`config.mk`:
```
export PLATFORM = sky130hd
export DESIGN_NAME = com_tx_sched_flat
export DESIGN_NICKNAME = d
export VERILOG_FILES = /design/src/rtl/com_tx_sched_if.sv /design/src/rtl/com_tx_sched.sv /design/src/flat_wrapper.sv
export SDC_FILE = /design/constraint.sdc
export NUM_CORES = 1
export LEC_CHECK = 0
export BUFFER_PORTS_ARGS = -buffer_cell sky130_fd_sc_hd__buf_2
export CAP_MARGIN = 20
export CELL_PAD_IN_SITES_DETAIL_PLACEMENT = 1
export CELL_PAD_IN_SITES_GLOBAL_PLACEMENT = 2
export CORE_MARGIN = 4
export CORE_UTILIZATION = 34
export DETAILED_ROUTE_END_ITERATION = 10
export PLACE_DENSITY = 0.86
export SLEW_MARGIN = 10
export SYNTH_ARGS = -nofsm -noshare
export SYNTH_HDL_FRONTEND = slang
export SYNTH_SLANG_ARGS = --single-unit
```
`constraint.sdc`:
```
create_clock -name clk -period 2.5 [get_ports clk]
set_input_delay 0.25 -clock clk [delete_from_list [all_inputs] [get_ports clk]]
set_output_delay 0.25 -clock clk [all_outputs]
set_load 0.02 [all_outputs]
```
`src/rtl/com_tx_sched_if.sv`:
```
// com_tx_sched_if
//   Groups every non-clock signal of the packet scheduler: the three
//   requester handshakes (handshake, status, data), the data-toggle clear,
//   the transmitter fs/fd handshake with its packet descriptor, and the
//   err/busy status outputs.
//   master : scheduler side (drives done pulses, tx descriptor, err, busy)
//   slave  : environment side (requesters and transmitter)
interface com_tx_sched_if;
   // handshake requester
   logic        hs_req;
   logic [1:0]  hs_type;
   logic        hs_done;
   // status requester
   logic        st_req;
   logic [1:0]  st_type;
   logic [11:0] st_addr;
   logic [11:0] st_len;
   logic        st_done;
   // data requester
   logic        dt_req;
   logic [11:0] dt_addr;
   logic [11:0] dt_len;
   logic        dt_done;
   logic        tgl_clr;
   // transmitter
   logic        tx_fs;
   logic        tx_fd;
   logic [3:0]  tx_btype;
   logic [11:0] tx_addr;
   logic [11:0] tx_dlen;
   // status
   logic        err;
   logic        busy;

   modport master (
      input  hs_req, hs_type, st_req, st_type, st_addr, st_len,
             dt_req, dt_addr, dt_len, tgl_clr, tx_fd,
      output hs_done, st_done, dt_done, tx_fs, tx_btype, tx_addr, tx_dlen,
             err, busy
   );

   modport slave (
      output hs_req, hs_type, st_req, st_type, st_addr, st_len,
             dt_req, dt_addr, dt_len, tgl_clr, tx_fd,
      input  hs_done, st_done, dt_done, tx_fs, tx_btype, tx_addr, tx_dlen,
             err, busy
   );
endinterface

```
`src/rtl/com_tx_sched.sv`:
```
// com_tx_sched
//   Packet scheduler in front of the packet transmitter. Arbitrates three
//   requesters by fixed priority (handshake > status > data), drives the
//   transmitter fs/fd handshake with a stable descriptor (btype, address,
//   length), keeps the DATA0/DATA1 toggle, inserts an inter-packet gap and
//   aborts a transmitter that never raises fd.
//   Ports:
//     clk  - system clock
//     rst  - asynchronous reset, active-high
//     bus  - com_tx_sched_if.master (requesters, transmitter, err, busy)
//   Parameters:
//     GAP_CYC - idle cycles between leaving release and the next arbitration
//               (0 still spends one cycle in GAP)
//     TIMEOUT - max cycles tx_fs may stay high without tx_fd
//   All outputs are registered.
module com_tx_sched #(
   parameter int          GAP_CYC = 4,
   parameter logic [15:0] TIMEOUT = 16'd8192
) (
   input  logic             clk,
   input  logic             rst,
   com_tx_sched_if.master   bus
);

   typedef enum logic [2:0] {
      ST_IDLE = 3'd0,
      ST_LOAD = 3'd1,
      ST_SEND = 3'd2,
      ST_RELS = 3'd3,
      ST_GAP  = 3'd4
   } state_t;

   localparam logic [1:0] OWN_NONE = 2'd0;
   localparam logic [1:0] OWN_HS   = 2'd1;
   localparam logic [1:0] OWN_ST   = 2'd2;
   localparam logic [1:0] OWN_DT   = 2'd3;

   // Last value of the gap counter before returning to IDLE; a zero gap
   // still costs the single GAP cycle.
   localparam logic [15:0] GAP_LAST = (GAP_CYC == 0) ? 16'd0 : 16'(GAP_CYC - 1);

   state_t      state_q, state_d;
   logic [1:0]  owner_q, owner_d;
   logic        tgl_q, tgl_d;
   logic [15:0] timer_q, timer_d;
   logic [15:0] gap_q, gap_d;
   logic [3:0]  btype_q, btype_d;
   logic [11:0] addr_q, addr_d;
   logic [11:0] dlen_q, dlen_d;
   logic        fs_q, fs_d;
   logic [2:0]  done_q, done_d;   // {hs, st, dt}
   logic        err_q, err_d;
   logic        busy_q, busy_d;

   // One-hot done vector {hs, st, dt} for the current owner.
   function automatic logic [2:0] done_vec(input logic [1:0] own);
      case (own)
         OWN_HS:  return 3'b100;
         OWN_ST:  return 3'b010;
         OWN_DT:  return 3'b001;
         default: return 3'b000;
      endcase
   endfunction

   // Packet type code for the owner; status and handshake codes embed the
   // requester's type field directly.
   function automatic logic [3:0] pick_btype(input logic [1:0] own,
                                             input logic [1:0] hs_t,
                                             input logic [1:0] st_t,
                                             input logic       tgl);
      case (own)
         OWN_HS:  return {2'b00, hs_t};
         OWN_ST:  return {2'b10, st_t};
         OWN_DT:  return tgl ? 4'b1110 : 4'b1101;
         default: return 4'b0000;
      endcase
   endfunction

   // Request is unusable: bad type code or empty payload.
   function automatic logic req_bad(input logic [1:0]  own,
                                    input logic [1:0]  hs_t,
                                    input logic [1:0]  st_t,
                                    input logic [11:0] st_l,
                                    input logic [11:0] dt_l);
      case (own)
         OWN_HS:  return (hs_t == 2'd0);
         OWN_ST:  return (st_t == 2'd3) || (st_l == 12'd0);
         OWN_DT:  return (dt_l == 12'd0);
         default: return 1'b1;
      endcase
   endfunction

   // Next-state and registered-output computation.
   always_comb begin
      state_d = state_q;
      owner_d = owner_q;
      tgl_d   = tgl_q;
      timer_d = timer_q;
      gap_d   = gap_q;
      btype_d = btype_q;
      addr_d  = addr_q;
      dlen_d  = dlen_q;
      fs_d    = 1'b0;
      done_d  = 3'b000;
      err_d   = 1'b0;

      case (state_q)
         ST_IDLE: begin
            if (bus.hs_req) begin
               owner_d = OWN_HS;
               state_d = ST_LOAD;
            end else if (bus.st_req) begin
               owner_d = OWN_ST;
               state_d = ST_LOAD;
            end else if (bus.dt_req) begin
               owner_d = OWN_DT;
               state_d = ST_LOAD;
            end else begin
               owner_d = OWN_NONE;
            end
         end

         ST_LOAD: begin
            if (req_bad(owner_q, bus.hs_type, bus.st_type, bus.st_len, bus.dt_len)) begin
               // Rejected: the packet never reaches the transmitter.
               err_d   = 1'b1;
               done_d  = done_vec(owner_q);
               gap_d   = 16'd0;
               state_d = ST_GAP;
            end else begin
               btype_d = pick_btype(owner_q, bus.hs_type, bus.st_type, tgl_q);
               if (owner_q == OWN_ST) begin
                  addr_d = bus.st_addr;
                  dlen_d = bus.st_len;
               end else if (owner_q == OWN_DT) begin
                  addr_d = bus.dt_addr;
                  dlen_d = bus.dt_len;
               end else begin
                  addr_d = 12'd0;
                  dlen_d = 12'd0;
               end
               timer_d = 16'd0;
               fs_d    = 1'b1;
               state_d = ST_SEND;
            end
         end

         ST_SEND: begin
            fs_d    = 1'b1;
            timer_d = timer_q + 16'd1;
            if (bus.tx_fd) begin
               fs_d    = 1'b0;
               done_d  = done_vec(owner_q);
               state_d = ST_RELS;
               if (owner_q == OWN_DT) begin
                  tgl_d = ~tgl_q;
               end else begin
                  tgl_d = tgl_q;
               end
            end else if (timer_q == (TIMEOUT - 16'd1)) begin
               // Transmitter never finished: abort, toggle left as is.
               fs_d    = 1'b0;
               err_d   = 1'b1;
               done_d  = done_vec(owner_q);
               state_d = ST_RELS;
            end else begin
               state_d = ST_SEND;
            end
         end

         ST_RELS: begin
            if (!bus.tx_fd) begin
               timer_d = 16'd0;
               gap_d   = 16'd0;
               btype_d = 4'b0000;
               addr_d  = 12'd0;
               dlen_d  = 12'd0;
               state_d = ST_GAP;
            end else begin
               state_d = ST_RELS;
            end
         end

         ST_GAP: begin
            if (gap_q == GAP_LAST) begin
               owner_d = OWN_NONE;
               state_d = ST_IDLE;
            end else begin
               gap_d = gap_q + 16'd1;
            end
         end

         default: begin
            owner_d = OWN_NONE;
            state_d = ST_IDLE;
         end
      endcase

      // Clear wins over a same-cycle flip; a packet already loaded keeps
      // the btype it was given.
      if (bus.tgl_clr) begin
         tgl_d = 1'b0;
      end else begin
         tgl_d = tgl_d;
      end

      busy_d = (state_d != ST_IDLE);
   end

   // State and registered outputs; reset drops tx_fs immediately.
   always_ff @(posedge clk or posedge rst) begin
      if (rst) begin
         state_q <= ST_IDLE;
         owner_q <= OWN_NONE;
         tgl_q   <= 1'b0;
         timer_q <= 16'd0;
         gap_q   <= 16'd0;
         btype_q <= 4'b0000;
         addr_q  <= 12'd0;
         dlen_q  <= 12'd0;
         fs_q    <= 1'b0;
         done_q  <= 3'b000;
         err_q   <= 1'b0;
         busy_q  <= 1'b0;
      end else begin
         state_q <= state_d;
         owner_q <= owner_d;
         tgl_q   <= tgl_d;
         timer_q <= timer_d;
         gap_q   <= gap_d;
         btype_q <= btype_d;
         addr_q  <= addr_d;
         dlen_q  <= dlen_d;
         fs_q    <= fs_d;
         done_q  <= done_d;
         err_q   <= err_d;
         busy_q  <= busy_d;
      end
   end

   assign bus.tx_fs    = fs_q;
   assign bus.tx_btype = btype_q;
   assign bus.tx_addr  = addr_q;
   assign bus.tx_dlen  = dlen_q;
   assign bus.hs_done  = done_q[2];
   assign bus.st_done  = done_q[1];
   assign bus.dt_done  = done_q[0];
   assign bus.err      = err_q;
   assign bus.busy     = busy_q;

endmodule

```
`src/flat_wrapper.sv`:
```
// flat-port wrapper written by rule: the top's interface ports become plain ports
module com_tx_sched_flat 
#(
   parameter int          GAP_CYC = 4,
   parameter logic [15:0] TIMEOUT = 16'd8192
)
  (clk, rst, bus_hs_req, bus_hs_type, bus_st_req, bus_st_type, bus_st_addr, bus_st_len, bus_dt_req, bus_dt_addr, bus_dt_len, bus_tgl_clr, bus_tx_fd, bus_hs_done, bus_st_done, bus_dt_done, bus_tx_fs, bus_tx_btype, bus_tx_addr, bus_tx_dlen, bus_err, bus_busy);
  com_tx_sched_if bus_i ();
  input  logic clk;
  input  logic rst;
  input wire logic [$bits(bus_i.hs_req)-1:0] bus_hs_req;
  input wire logic [$bits(bus_i.hs_type)-1:0] bus_hs_type;
  input wire logic [$bits(bus_i.st_req)-1:0] bus_st_req;
  input wire logic [$bits(bus_i.st_type)-1:0] bus_st_type;
  input wire logic [$bits(bus_i.st_addr)-1:0] bus_st_addr;
  input wire logic [$bits(bus_i.st_len)-1:0] bus_st_len;
  input wire logic [$bits(bus_i.dt_req)-1:0] bus_dt_req;
  input wire logic [$bits(bus_i.dt_addr)-1:0] bus_dt_addr;
  input wire logic [$bits(bus_i.dt_len)-1:0] bus_dt_len;
  input wire logic [$bits(bus_i.tgl_clr)-1:0] bus_tgl_clr;
  input wire logic [$bits(bus_i.tx_fd)-1:0] bus_tx_fd;
  output wire logic [$bits(bus_i.hs_done)-1:0] bus_hs_done;
  output wire logic [$bits(bus_i.st_done)-1:0] bus_st_done;
  output wire logic [$bits(bus_i.dt_done)-1:0] bus_dt_done;
  output wire logic [$bits(bus_i.tx_fs)-1:0] bus_tx_fs;
  output wire logic [$bits(bus_i.tx_btype)-1:0] bus_tx_btype;
  output wire logic [$bits(bus_i.tx_addr)-1:0] bus_tx_addr;
  output wire logic [$bits(bus_i.tx_dlen)-1:0] bus_tx_dlen;
  output wire logic [$bits(bus_i.err)-1:0] bus_err;
  output wire logic [$bits(bus_i.busy)-1:0] bus_busy;
  assign bus_i.hs_req = bus_hs_req;
  assign bus_i.hs_type = bus_hs_type;
  assign bus_i.st_req = bus_st_req;
  assign bus_i.st_type = bus_st_type;
  assign bus_i.st_addr = bus_st_addr;
  assign bus_i.st_len = bus_st_len;
  assign bus_i.dt_req = bus_dt_req;
  assign bus_i.dt_addr = bus_dt_addr;
  assign bus_i.dt_len = bus_dt_len;
  assign bus_i.tgl_clr = bus_tgl_clr;
  assign bus_i.tx_fd = bus_tx_fd;
  assign bus_hs_done = bus_i.hs_done;
  assign bus_st_done = bus_i.st_done;
  assign bus_dt_done = bus_i.dt_done;
  assign bus_tx_fs = bus_i.tx_fs;
  assign bus_tx_btype = bus_i.tx_btype;
  assign bus_tx_addr = bus_i.tx_addr;
  assign bus_tx_dlen = bus_i.tx_dlen;
  assign bus_err = bus_i.err;
  assign bus_busy = bus_i.busy;
  com_tx_sched #(.GAP_CYC(GAP_CYC), .TIMEOUT(TIMEOUT)) u_core (.clk(clk), .rst(rst), .bus(bus_i));
endmodule
```
==> results by group <==
Synth
  • Mean area per synthesized cell: 10.19 sq um
  • Main synth FF type: dfrtp_1
  • Synth Register Bits: 72
  • Seq/Total Area, Yosys: 0.4467
  • Syn_nets: 457
  • Post-synth EDFFs: 0
  • Distinct cells, synth: 61
  • Post-Syn Area: 4034 sq um
  • Async SR Flop Fraction: 1.000
  • Yosys warning count: 0
  • Gate Count Post-Synth: between 300 and 400

Setup path
  • CP top delay family: compound AO/OA/AOI/OAI gates
  • Worst r2r src: u_core.state_q[1]
  • Arrival time of the worst setup path: approximately 2.5 ns
  • Crit path buf inv count: 0
  • Worst path slowest cell: dfrtp_1
  • CP Launch Type: flop
  • Critical path type: flop to flop
  • CP max FO: 12
  • Worst path max stage delay: around 0.55 ns
  • Crit path from: u_core.state_q[1]
  • Req. time, crit path: about 2.8 ns
  • Crit end category: flop
  • CP cell instances: nand2b_1 > a21oi_1 > nand3_1 > a2111oi_2 > mux2i_1

Timing
  • Worst slew pin tran: 0.6320 ns
  • Peak Freq: between 400 and 500 MHz
  • Slew Limit Fails: 0
  • Final clock skew: ~0.0077 ns
  • Final setup violation count: 0
  • Final setup TNS: 0 ns
  • Worst relative slew slack: 0.5781
  • Minimum clock period: 2.216 ns
  • RSZ-0062 raised after global routing: no
  • Hold Fails Final Rpt: 0
  • Final period util: 0.8862

Worst hold path
  • Hold Crit Class: input port to async pin

Clock tree
  • CTS tree: yes
  • H-tree level count: 3
  • PostCTS Resize Cnt: 0
  • Root Buffer: clkbuf_16
  • Clock transition at path regs: ~0.06 ns
  • Num CTS Buffers: 9
  • Setup Fix Bufs, Post-CTS: 0
  • Clock latency on the worst-skew pair: around 0.33 ns
  • Clk sink count: 72
  • Post-CTS Hold Buffers: 0
  • Largest buffer count on any clock path: 2

Routing
  • DRT iter0 DRCs: around 130
  • DR vias: about 3.6k
  • Residual DRC: 0
  • WL final: roughly 12000 microns
  • Post-DR vias/cell: 5.706
  • Drt pass-1 iters: 4
  • DR WL/cell: approximately 19 microns
  • DRT antenna net count: 0

Floorplanning
  • Die width: 116.9 microns
  • Initial Utilization: 0.3503
  • Core ar.: about 12000 sq um
  • Die area: about 14000 sq um
  • # IOs: 93
  • Die span in y: roughly 120 microns
  • Row cnt: 39

Power
  • Worst VDD drop: between 0.3 and 0.4 mV
  • Leakage power: approximately 2.3 nW
  • P per Cell Area: approximately 930 nW/um^2

Run status
  • Status: completed

Global routing
  • First-pass GRT wire length: about 20000 microns
  • Largest net degree at the start of global routing: 46
  • Grt total ovfl: 0
  • Antenna violations before repair: 0
  • Vias in the first global route: roughly 3.8k
  • GRT Overall Usage: 0.1861

Cells and area
  • Final design utilization: 0.4330
  • Area of the multi-input gates: between 2000 and 2500 sq um
  • Fraction of layout cells with a size suffix above 1: 0.2880
  • Fill count: 1337
  • ANT cells: 0
  • Post-layout nets: 549
  • Reg area: about 1800 sq um
  • Area grow syn2layout: 23.60%

Flow run
  • Max-capacitance violation count: 0

Placement
  • Hpwl dp: about 9000 microns
  • RD Place Congestion: between 0.8 and 0.9
  • I/O Buffers: slightly above 90
==> per-stage QoR <==
stage | hold slack [ns] | setup WS, ns | power [mW] | area [sq um] | instances
floorplan | 0.3164 | 0.4251 | 2.778 | 4034 | 396
global placement | 0.3691 | 0.3461 | 3.308 | 4686 | 620
detailed placement | 0.3848 | 0.2704 | 3.367 | 4686 | 620
CTS | 0.02052 | 0.2711 | 4.702 | 4986 | 636
global route | 0.05057 | 0.07194 | 4.943 | 4986 | 636
finish | 0.003016 | 0.2844 | 4.653 | 4986 | 636
==> where the power goes <==
part           switching, mW  leakage (nW)  internal, mW
Sequential             0.198         0.976          1.36
Clock                  0.489         0.150         0.825
Combinational           1.11          1.15         0.669
Total                   1.80          2.28          2.85
==> cell type report <==
class / count / area share
sequential: 72 / 0.3614
inverter: 10 / 0.007528
timing repair buffer: 103 / 0.1139
clock buffer: 13 / 0.05220
clock inverter: 3 / 0.008030
multi-input combinational: 292 / 0.4211
tap: 143 / 0.03588
==> cell usage after synthesis, types with 6 or more instances <==
| cell type | count | area (sq um) |
|---|---|---|
| a211o_1 | 7 | 61.31 |
| a21o_1 | 7 | 52.55 |
| dfrtp_1 | 72 | 1802 |
| mux2i_1 | 32 | 320.3 |
| o21ai_0 | 16 | 80.08 |
| nand2_1 | 29 | 108.9 |
| nor3_1 | 9 | 45.04 |
| buf_2 | 7 | 35.03 |
| nand3_1 | 19 | 95.09 |
| clkbuf_1 | 14 | 52.55 |
| inv_1 | 10 | 37.54 |
| o31ai_1 | 7 | 52.55 |
| nor2_1 | 12 | 45.04 |
| and4_1 | 6 | 52.55 |
| and3_1 | 6 | 37.54 |
| a21oi_1 | 17 | 85.08 |
| o2bb2ai_1 | 25 | 219.0 |
| nand4_1 | 9 | 56.30 |
==> sequential cells by signal, indices dropped and copies added (netlist names), 2 cells and up <==
name                 flops
u_core.timer_q          16
u_core.bus.tx_addr      12
u_core.state_q           3
u_core.owner_q           2
u_core.done_q            3
u_core.bus.tx_btype      4
u_core.bus.tx_dlen      12
u_core.gap_q            16
==> cell families after synthesis <==
group	count (synthesis)	synth area share
buf+inv	32	0.03381
mux	35	0.08778
fa+ha+maj	2	0.006202
simple gates	131	0.1957
flops	72	0.4467
compound gates	121	0.2233
xor+xnor	3	0.006515
==> worst reg2reg max path, stage by stage, from the launching register on <==
cell and delay (ns):
dfrtp_1 0.55, nand2b_1 0.19, a21oi_1 0.32, nand3_1 0.39
a2111oi_2 0.46, mux2i_1 0.22
==> placed cells by master, fill, tap and decap left out, drive strengths merged, types with 6 or more instances in the layout <==
cell / count
a21o: 7
clkbuf: 13
and3: 6
nor4: 10
o2bb2ai: 25
nand3: 19
inv: 10
nor2: 13
o31ai: 7
a211o: 7
mux2i: 32
buf: 103
nand4: 12
a21oi: 18
and4: 6
o21ai: 17
nand2: 29
nor3: 10
dfrtp: 72
==> routing by layer <==
| layer | GRT usage | vias to the layer above | wire length, microns |
|---|---|---|---|
| li1 | - | 1718 | - |
| met1 | 0.2410 | 1837 | 5396 |
| met2 | 0.3151 | 61 | 6025 |
| met3 | 0.03856 | 13 | 438 |
| met4 | 0.05352 | 0 | 161 |
| met5 | 0 | - | 0 |
==> path summary, 6_finish.rpt <==
path / cells past startpoint / to / slack [ns]
setup / recovery: 5 / u_core.timer_q[15] / 0.28
hold / removal: 2 / u_core.gap_q[7] / 0.003
setup reg to reg: 5 / u_core.timer_q[15] / 0.28
hold reg to reg: 1 / u_core.bus.tx_addr[5] / 0.48
max in group asynchronous: 3 / u_core.bus.tx_addr[4] / 1.83
min in group clk: 2 / u_core.tgl_q / 0.07
Power figures use the tool's default switching activity.
